[config.mk]
export PLATFORM = sky130hd
export DESIGN_NAME = mips_cpu_bus_run_ctrl
export DESIGN_NICKNAME = d
export VERILOG_FILES = /design/src/rtl/mips_cpu_bus_run_pkg.sv /design/src/rtl/mips_cpu_bus_proto_chk.sv /design/src/rtl/mips_cpu_bus_run_ctrl.sv
export SDC_FILE = /design/constraint.sdc
export NUM_CORES = 1
export LEC_CHECK = 0
export CORE_AREA = 2 2 120 122
export DETAILED_ROUTE_END_ITERATION = 6
export DIE_AREA = 0 0 122 124
export PLACE_DENSITY_LB_ADDON = 0.05
export SYNTH_ARGS = -nofsm -noshare
export SYNTH_HDL_FRONTEND = slang
export SYNTH_SLANG_ARGS = --single-unit
[constraint.sdc]
create_clock -name clk -period 5.5 [get_ports clk]
set_clock_uncertainty 0.2 [all_clocks]
set_input_delay 1.1 -clock clk [delete_from_list [all_inputs] [get_ports clk]]
set_output_delay 1.1 -clock clk [all_outputs]
set_load 0.1 [all_outputs]
[src/rtl/mips_cpu_bus_run_pkg.sv]
// Shared types and constants for the MIPS CPU bus run controller.
// The run-state enum and the protocol error codes live here. Both the
// top level and the protocol checker use them.
package mips_cpu_bus_run_pkg;

   // Run controller states
   typedef enum logic [2:0] {
      IDLE,
      HOLD,
      WAIT_ACT,
      RUN,
      DONE,
      TOUT
   } run_state_e;

   // Protocol error codes reported on proto_err_code
   localparam logic [2:0] NONE     = 3'd0;
   localparam logic [2:0] RW       = 3'd1;
   localparam logic [2:0] BE0      = 3'd2;
   localparam logic [2:0] MISALIGN = 3'd3;
   localparam logic [2:0] UNSTABLE = 3'd4;

   // True for the states in which the CPU is out of reset and being monitored
   function automatic logic is_monitoring(input run_state_e st);
      return (st == WAIT_ACT) || (st == RUN);
   endfunction

endpackage

[src/rtl/mips_cpu_bus_proto_chk.sv]
// Avalon master-side protocol checker for the MIPS CPU bus.
// It flags the first violation seen while en_i is high and keeps that code
// until clr_i or reset. It remembers the previous cycle's request so that a
// stalled transfer can be checked for stability.
module mips_cpu_bus_proto_chk
   import mips_cpu_bus_run_pkg::*;
(
   input  logic        clk,
   input  logic        reset,
   input  logic        clr_i,
   input  logic        en_i,
   input  logic        bus_read_i,
   input  logic        bus_write_i,
   input  logic        bus_waitrequest_i,
   input  logic [31:0] bus_address_i,
   input  logic [3:0]  bus_byteenable_i,
   output logic        err_o,
   output logic        err_next_o,
   output logic [2:0]  code_o
);

   logic        req;
   logic        stall_q, stall_d;
   logic [31:0] addr_q, addr_d;
   logic [3:0]  be_q, be_d;
   logic        err_q, err_d;
   logic [2:0]  code_q, code_d;
   logic [2:0]  code_now;

   assign req = bus_read_i | bus_write_i;

   // Classify this cycle's violation (lowest code wins) and latch the first one
   always_comb begin
      code_now = NONE;
      if (en_i) begin
         if (bus_read_i && bus_write_i) begin
            code_now = RW;
         end else if (req && (bus_byteenable_i == 4'b0000)) begin
            code_now = BE0;
         end else if (req && (bus_address_i[1:0] != 2'b00)) begin
            code_now = MISALIGN;
         end else if (stall_q && (!req || (bus_address_i != addr_q) ||
                                  (bus_byteenable_i != be_q))) begin
            // A stalled request must be held unchanged until it is accepted
            code_now = UNSTABLE;
         end
      end

      err_d  = err_q;
      code_d = code_q;
      if (clr_i) begin
         err_d  = 1'b0;
         code_d = NONE;
      end else if (!err_q && (code_now != NONE)) begin
         err_d  = 1'b1;
         code_d = code_now;
      end

      stall_d = en_i && req && bus_waitrequest_i && !clr_i;
      addr_d  = bus_address_i;
      be_d    = bus_byteenable_i;
   end

   // Previous-cycle request snapshot and sticky error registers
   always_ff @(posedge clk) begin
      if (reset) begin
         stall_q <= 1'b0;
         addr_q  <= 32'h0;
         be_q    <= 4'h0;
         err_q   <= 1'b0;
         code_q  <= NONE;
      end else begin
         stall_q <= stall_d;
         addr_q  <= addr_d;
         be_q    <= be_d;
         err_q   <= err_d;
         code_q  <= code_d;
      end
   end

   assign err_o      = err_q;
   assign err_next_o = err_d;
   assign code_o     = code_q;

endmodule

[src/rtl/mips_cpu_bus_run_ctrl.sv]
// Run controller and bus monitor for the Avalon-bus MIPS CPU.
// On start it holds the CPU in reset, waits for the CPU to go active, then
// counts cycles and accepted transfers until the CPU halts or the budget
// runs out. At halt it captures v0 and forms a pass/fail verdict.
// Optional bus protocol checking: define MIPS_CPU_BUS_RUN_CTRL_PROTO_CHECK_EN.
module mips_cpu_bus_run_ctrl
   import mips_cpu_bus_run_pkg::*;
#(
   parameter int unsigned RESET_CYCLES   = 2,
   parameter int unsigned TIMEOUT_CYCLES = 10000,
   parameter int unsigned CNT_W          = 32,
   parameter logic [31:0] EXPECTED_V0    = 32'h0,
   parameter bit          CHECK_V0       = 1'b1
) (
   input  logic             clk,
   input  logic             reset,
   input  logic             start,
   output logic             cpu_reset,
   input  logic             cpu_active,
   input  logic [31:0]      cpu_register_v0,
   input  logic             bus_read,
   input  logic             bus_write,
   input  logic             bus_waitrequest,
   input  logic [31:0]      bus_address,
   input  logic [3:0]       bus_byteenable,
   output logic             busy,
   output logic             done,
   output logic             timed_out,
   output logic             pass,
   output logic [CNT_W-1:0] cycle_count,
   output logic [CNT_W-1:0] read_count,
   output logic [CNT_W-1:0] write_count,
   output logic [31:0]      v0_captured,
   output logic             proto_err,
   output logic [2:0]       proto_err_code
);

   localparam int unsigned      HOLD_W    = (RESET_CYCLES > 1) ? $clog2(RESET_CYCLES) : 1;
   localparam logic [HOLD_W-1:0] HOLD_LAST = HOLD_W'(RESET_CYCLES - 1);
   localparam logic [CNT_W-1:0]  TO_LAST   = CNT_W'(TIMEOUT_CYCLES - 1);
   localparam logic [CNT_W-1:0]  CNT_MAX   = {CNT_W{1'b1}};

   run_state_e        state_q, state_d;
   logic [HOLD_W-1:0] hold_cnt_q, hold_cnt_d;
   logic              cpu_reset_q, cpu_reset_d;
   logic              busy_q, busy_d;
   logic              done_q, done_d;
   logic              tout_q, tout_d;
   logic              pass_q, pass_d;
   logic [CNT_W-1:0]  cycle_q, cycle_d;
   logic [CNT_W-1:0]  rd_cnt_q, rd_cnt_d;
   logic [CNT_W-1:0]  wr_cnt_q, wr_cnt_d;
   logic [31:0]       v0_q, v0_d;

   logic              start_acc;
   logic              monitoring;
   logic              at_timeout;
   logic              perr;
   logic              perr_next;
   logic [2:0]        perr_code;

   assign monitoring = is_monitoring(state_q);
   assign start_acc  = start && !busy_q;
   assign at_timeout = (cycle_q == TO_LAST);

`ifdef MIPS_CPU_BUS_RUN_CTRL_PROTO_CHECK_EN
   mips_cpu_bus_proto_chk u_proto_chk (
      .clk               (clk),
      .reset             (reset),
      .clr_i             (start_acc),
      .en_i              (monitoring),
      .bus_read_i        (bus_read),
      .bus_write_i       (bus_write),
      .bus_waitrequest_i (bus_waitrequest),
      .bus_address_i     (bus_address),
      .bus_byteenable_i  (bus_byteenable),
      .err_o             (perr),
      .err_next_o        (perr_next),
      .code_o            (perr_code)
   );
`else
   logic unused_bus;
   assign unused_bus = ^{bus_address, bus_byteenable};
   assign perr       = 1'b0;
   assign perr_next  = 1'b0;
   assign perr_code  = NONE;
`endif

   // Next-state, counter and verdict logic
   always_comb begin
      state_d     = state_q;
      hold_cnt_d  = hold_cnt_q;
      cpu_reset_d = cpu_reset_q;
      done_d      = done_q;
      tout_d      = tout_q;
      cycle_d     = cycle_q;
      rd_cnt_d    = rd_cnt_q;
      wr_cnt_d    = wr_cnt_q;
      v0_d        = v0_q;

      case (state_q)
         IDLE: begin
            cpu_reset_d = 1'b1;
         end
         HOLD: begin
            if (hold_cnt_q == HOLD_LAST) begin
               state_d     = WAIT_ACT;
               cpu_reset_d = 1'b0;
            end else begin
               hold_cnt_d = hold_cnt_q + 1'b1;
            end
         end
         WAIT_ACT: begin
            if (at_timeout) begin
               state_d = TOUT;
               tout_d  = 1'b1;
            end else if (cpu_active) begin
               state_d = RUN;
            end
         end
         RUN: begin
            // Halt beats timeout when both happen in the same cycle
            if (!cpu_active) begin
               state_d = DONE;
               done_d  = 1'b1;
               v0_d    = cpu_register_v0;
            end else if (at_timeout) begin
               state_d = TOUT;
               tout_d  = 1'b1;
            end
         end
         DONE, TOUT: begin
            cpu_reset_d = 1'b0;
         end
         default: begin
            state_d     = IDLE;
            cpu_reset_d = 1'b1;
         end
      endcase

      if (monitoring) begin
         if (cycle_q != CNT_MAX) begin
            cycle_d = cycle_q + 1'b1;
         end
         if (bus_read && !bus_waitrequest && (rd_cnt_q != CNT_MAX)) begin
            rd_cnt_d = rd_cnt_q + 1'b1;
         end
         if (bus_write && !bus_waitrequest && (wr_cnt_q != CNT_MAX)) begin
            wr_cnt_d = wr_cnt_q + 1'b1;
         end
      end

      // A new run restarts from a clean slate with the CPU held in reset
      if (start_acc) begin
         state_d     = HOLD;
         hold_cnt_d  = '0;
         cpu_reset_d = 1'b1;
         done_d      = 1'b0;
         tout_d      = 1'b0;
         cycle_d     = '0;
         rd_cnt_d    = '0;
         wr_cnt_d    = '0;
         v0_d        = 32'h0;
      end

      busy_d = (state_d == HOLD) || (state_d == WAIT_ACT) || (state_d == RUN);
      pass_d = done_d && (!CHECK_V0 || (v0_d == EXPECTED_V0)) && !perr_next;
   end

   // State and registered outputs
   always_ff @(posedge clk) begin
      if (reset) begin
         state_q     <= IDLE;
         hold_cnt_q  <= '0;
         cpu_reset_q <= 1'b1;
         busy_q      <= 1'b0;
         done_q      <= 1'b0;
         tout_q      <= 1'b0;
         pass_q      <= 1'b0;
         cycle_q     <= '0;
         rd_cnt_q    <= '0;
         wr_cnt_q    <= '0;
         v0_q        <= 32'h0;
      end else begin
         state_q     <= state_d;
         hold_cnt_q  <= hold_cnt_d;
         cpu_reset_q <= cpu_reset_d;
         busy_q      <= busy_d;
         done_q      <= done_d;
         tout_q      <= tout_d;
         pass_q      <= pass_d;
         cycle_q     <= cycle_d;
         rd_cnt_q    <= rd_cnt_d;
         wr_cnt_q    <= wr_cnt_d;
         v0_q        <= v0_d;
      end
   end

   assign cpu_reset      = cpu_reset_q;
   assign busy           = busy_q;
   assign done           = done_q;
   assign timed_out      = tout_q;
   assign pass           = pass_q;
   assign cycle_count    = cycle_q;
   assign read_count     = rd_cnt_q;
   assign write_count    = wr_cnt_q;
   assign v0_captured    = v0_q;
   assign proto_err      = perr;
   assign proto_err_code = perr_code;

endmodule

==> flow_summary.ini <==
[yosys]
synth_area_per_cell_um2 = 8.05
synth_top_area_share_pct = 40.6
syn_inst = 838
yosys_warnings = 0
synth_common_cells = dfxtp_1, nand2_1, a21oi_1
async_reset_ff_share_pct = 0
synth_most_common_cell = dfxtp_1
synthFlopType = dfxtp_1
ys_seq_area_share_pct = 40.6
synth-edff-count = 0
synthesis.area_mm2 = 0.00675
synth_area_leaders = dfxtp_1, a21oi_1, nand2_1
yosys.area.top_type = dfxtp_1
ys_ff_latch = 137
post_synth_num_cell_types = 58

[grt]
grt_pass1_wl_um = 31200
gr-total-overflow = 0
grt_usage_pct = 25.3
first_global_vias = 6439
grt_max_degree = 84
antenna_found_initial = 0

[critical_path]
critical_path_class = in2reg
critPathMaxFanout = 21
required_ns = 5.64
setup.worst_path.end_class = flip-flop
cp-start-kind = primary input
reg2reg_depth = 5
arrival_ns = 3.88

[clock_tree]
cts-root-buf = clkbuf_16
cts_tree = built
hold_buffers = 0
clock-sinks = 137
clk_path_buf_depth = 2
cts_buffers = 17
cts_setup_buffers = 0
cts_max_level = 4
post_cts_resized = 0
clkTransAtPathRegs_ns = 0.06
insertion_delay_ns = 0.42

[floorplan]
dieArea_mm2 = 0.0151
start_util_pct = 49.2
core_mm2 = 0.0137
rows = 43
die_y_um = 124
die-width_um = 122
ios = 212

[routing]
wl_met1_um = 8440
dr_total_vias = 7052
drc = 0
vias_per_cell = 6.01
drtIter0Drc = 408
drtAntennaViolNets = 0
drt-pass1-iter-count = 5
dr_wl_met3_um = 1290
wl_met2_um = 9310
routed_wl_um = 19300
dr.max_layer_used = met4
wl_per_cell_um = 16.5

[timing]
worst_slack_ns = 1.75
finalHoldViolCount = 0
period_share_pct = 68.1
maxSlewViolCount = 0
rsz0062_at_grt = no
fin_crit_ns = 3.75
setup_tns_ns = 0
slew_headroom_pct = 23.3
fmaxAchievable_ghz = 0.267
hold-worst-slack_ns = 0.272
setup_violations = 0
worst_slew_pin_slew_ns = 1.14

[final_layout]
antennaDiodeCount = 0
fillers = 1169
postLayoutCellArea_mm2 = 0.00904
finalNetCount = 1059
final_cells = 1174
drive_above_1_share_pct = 5.33
utilization_pct = 65.9
area_growth_pct = 34.0

[placement]
port_buffers = 171
dp_hpwl_um = 13400
place_inst = 1142
place.gp.congestion = 0.838
dpl_cell_area_mm2 = 0.00849
detailedPlace.worstSlack_ns = 1.37

[worst_hold_path]
hold_path_depth = 2
min_path_type = reg2reg

[pwr]
cellPowerDensity_mw_per_mm2 = 241
ir_drop_mv = 0.219
p_leak_nw = 2.72
power_mw = 2.18

[status]
status = completed

[run]
max_cap_violations = 0
[layout by cell type, fill, tap and decap left out, drive strengths merged, types with 8 or more instances in the layout]
cell           count
a21oi             99
and3               9
and4              14
clkbuf            23
clkdlybuf4s50    171
dfxtp            137
inv               14
mux2i             14
nand2            129
nand3             39
nand4             36
nor2              27
nor3              15
nor4              31
nor4b              8
o21ai             37
o31ai             32
or3               49
or4               31
[registers in the layout, indices dropped and copies added (netlist names)]
register / cells
v0_captured: 32
pass: 1
read_count: 32
hold_cnt_q: 1
cycle_count: 32
cpu_reset: 1
timed_out: 1
write_count: 32
busy: 1
state_q: 3
done: 1
[worst max-delay path, cell delays in order]
cell,delay [ns]
clkdlybuf4s50_1,0.44
nand4bb_1,0.80
nor4_4,0.63
o2111ai_1,0.37
or3_1,0.40
a21oi_1,0.14
[power by group]
group | internal, mW | switching [mW]
clock network | 0.652 | 0.420
registers | 0.995 | 0.00312
logic | 0.0404 | 0.0725
total | 1.69 | 0.495
[cell families (layout without fill, tap and decap cells)]
| logic type | count (synthesis) | count (layout) | synth area share (%) |
|---|---|---|---|
| AND/OR/NAND/NOR | 409 | 409 | 33.9 |
| AO/OA/AOI/OAI | 198 | 198 | 17.3 |
| flip-flops | 137 | 137 | 40.6 |
| buffers and inverters | 69 | 222 | 4.56 |
| multiplexers | 14 | 14 | 2.08 |
| XOR/XNOR | 7 | 7 | 0.908 |
| adder cells (fa/ha/maj) | 3 | 3 | 0.556 |
| other | 1 | 4 | 0.0556 |
[final cells by class]
| cell class | count | area, um2 | area share [%] |
|---|---|---|---|
| Multi-Input combinational cell | 635 | 3720 | 41.2 |
| Timing Repair Buffer | 176 | 1750 | 19.3 |
| Sequential cell | 137 | 2740 | 30.3 |
| Clock inverter | 9 | 72.6 | 0.802 |
| Clock buffer | 23 | 478 | 5.29 |
| Inverter | 14 | 52.6 | 0.581 |
| Tap cell | 180 | 225 | 2.49 |
[routing by layer]
| layer | up-vias | global-route usage, % |
|---|---|---|
| li1 | 3435 | - |
| met4 | 0 | 8.05 |
| met5 | - | 0 |
| met1 | 3379 | 32.1 |
| met3 | 26 | 6.36 |
| met2 | 212 | 42.4 |
[path summary, 6_finish.rpt]
check	from	to	slack (ns)
max	bus_waitrequest	write_count[21]	1.75
min	timed_out	timed_out	0.27
max reg2reg	state_q[1]	write_count[21]	2.43
min reg2reg	timed_out	timed_out	0.27
No activity file was read; power rests on OpenSTA's default activity.
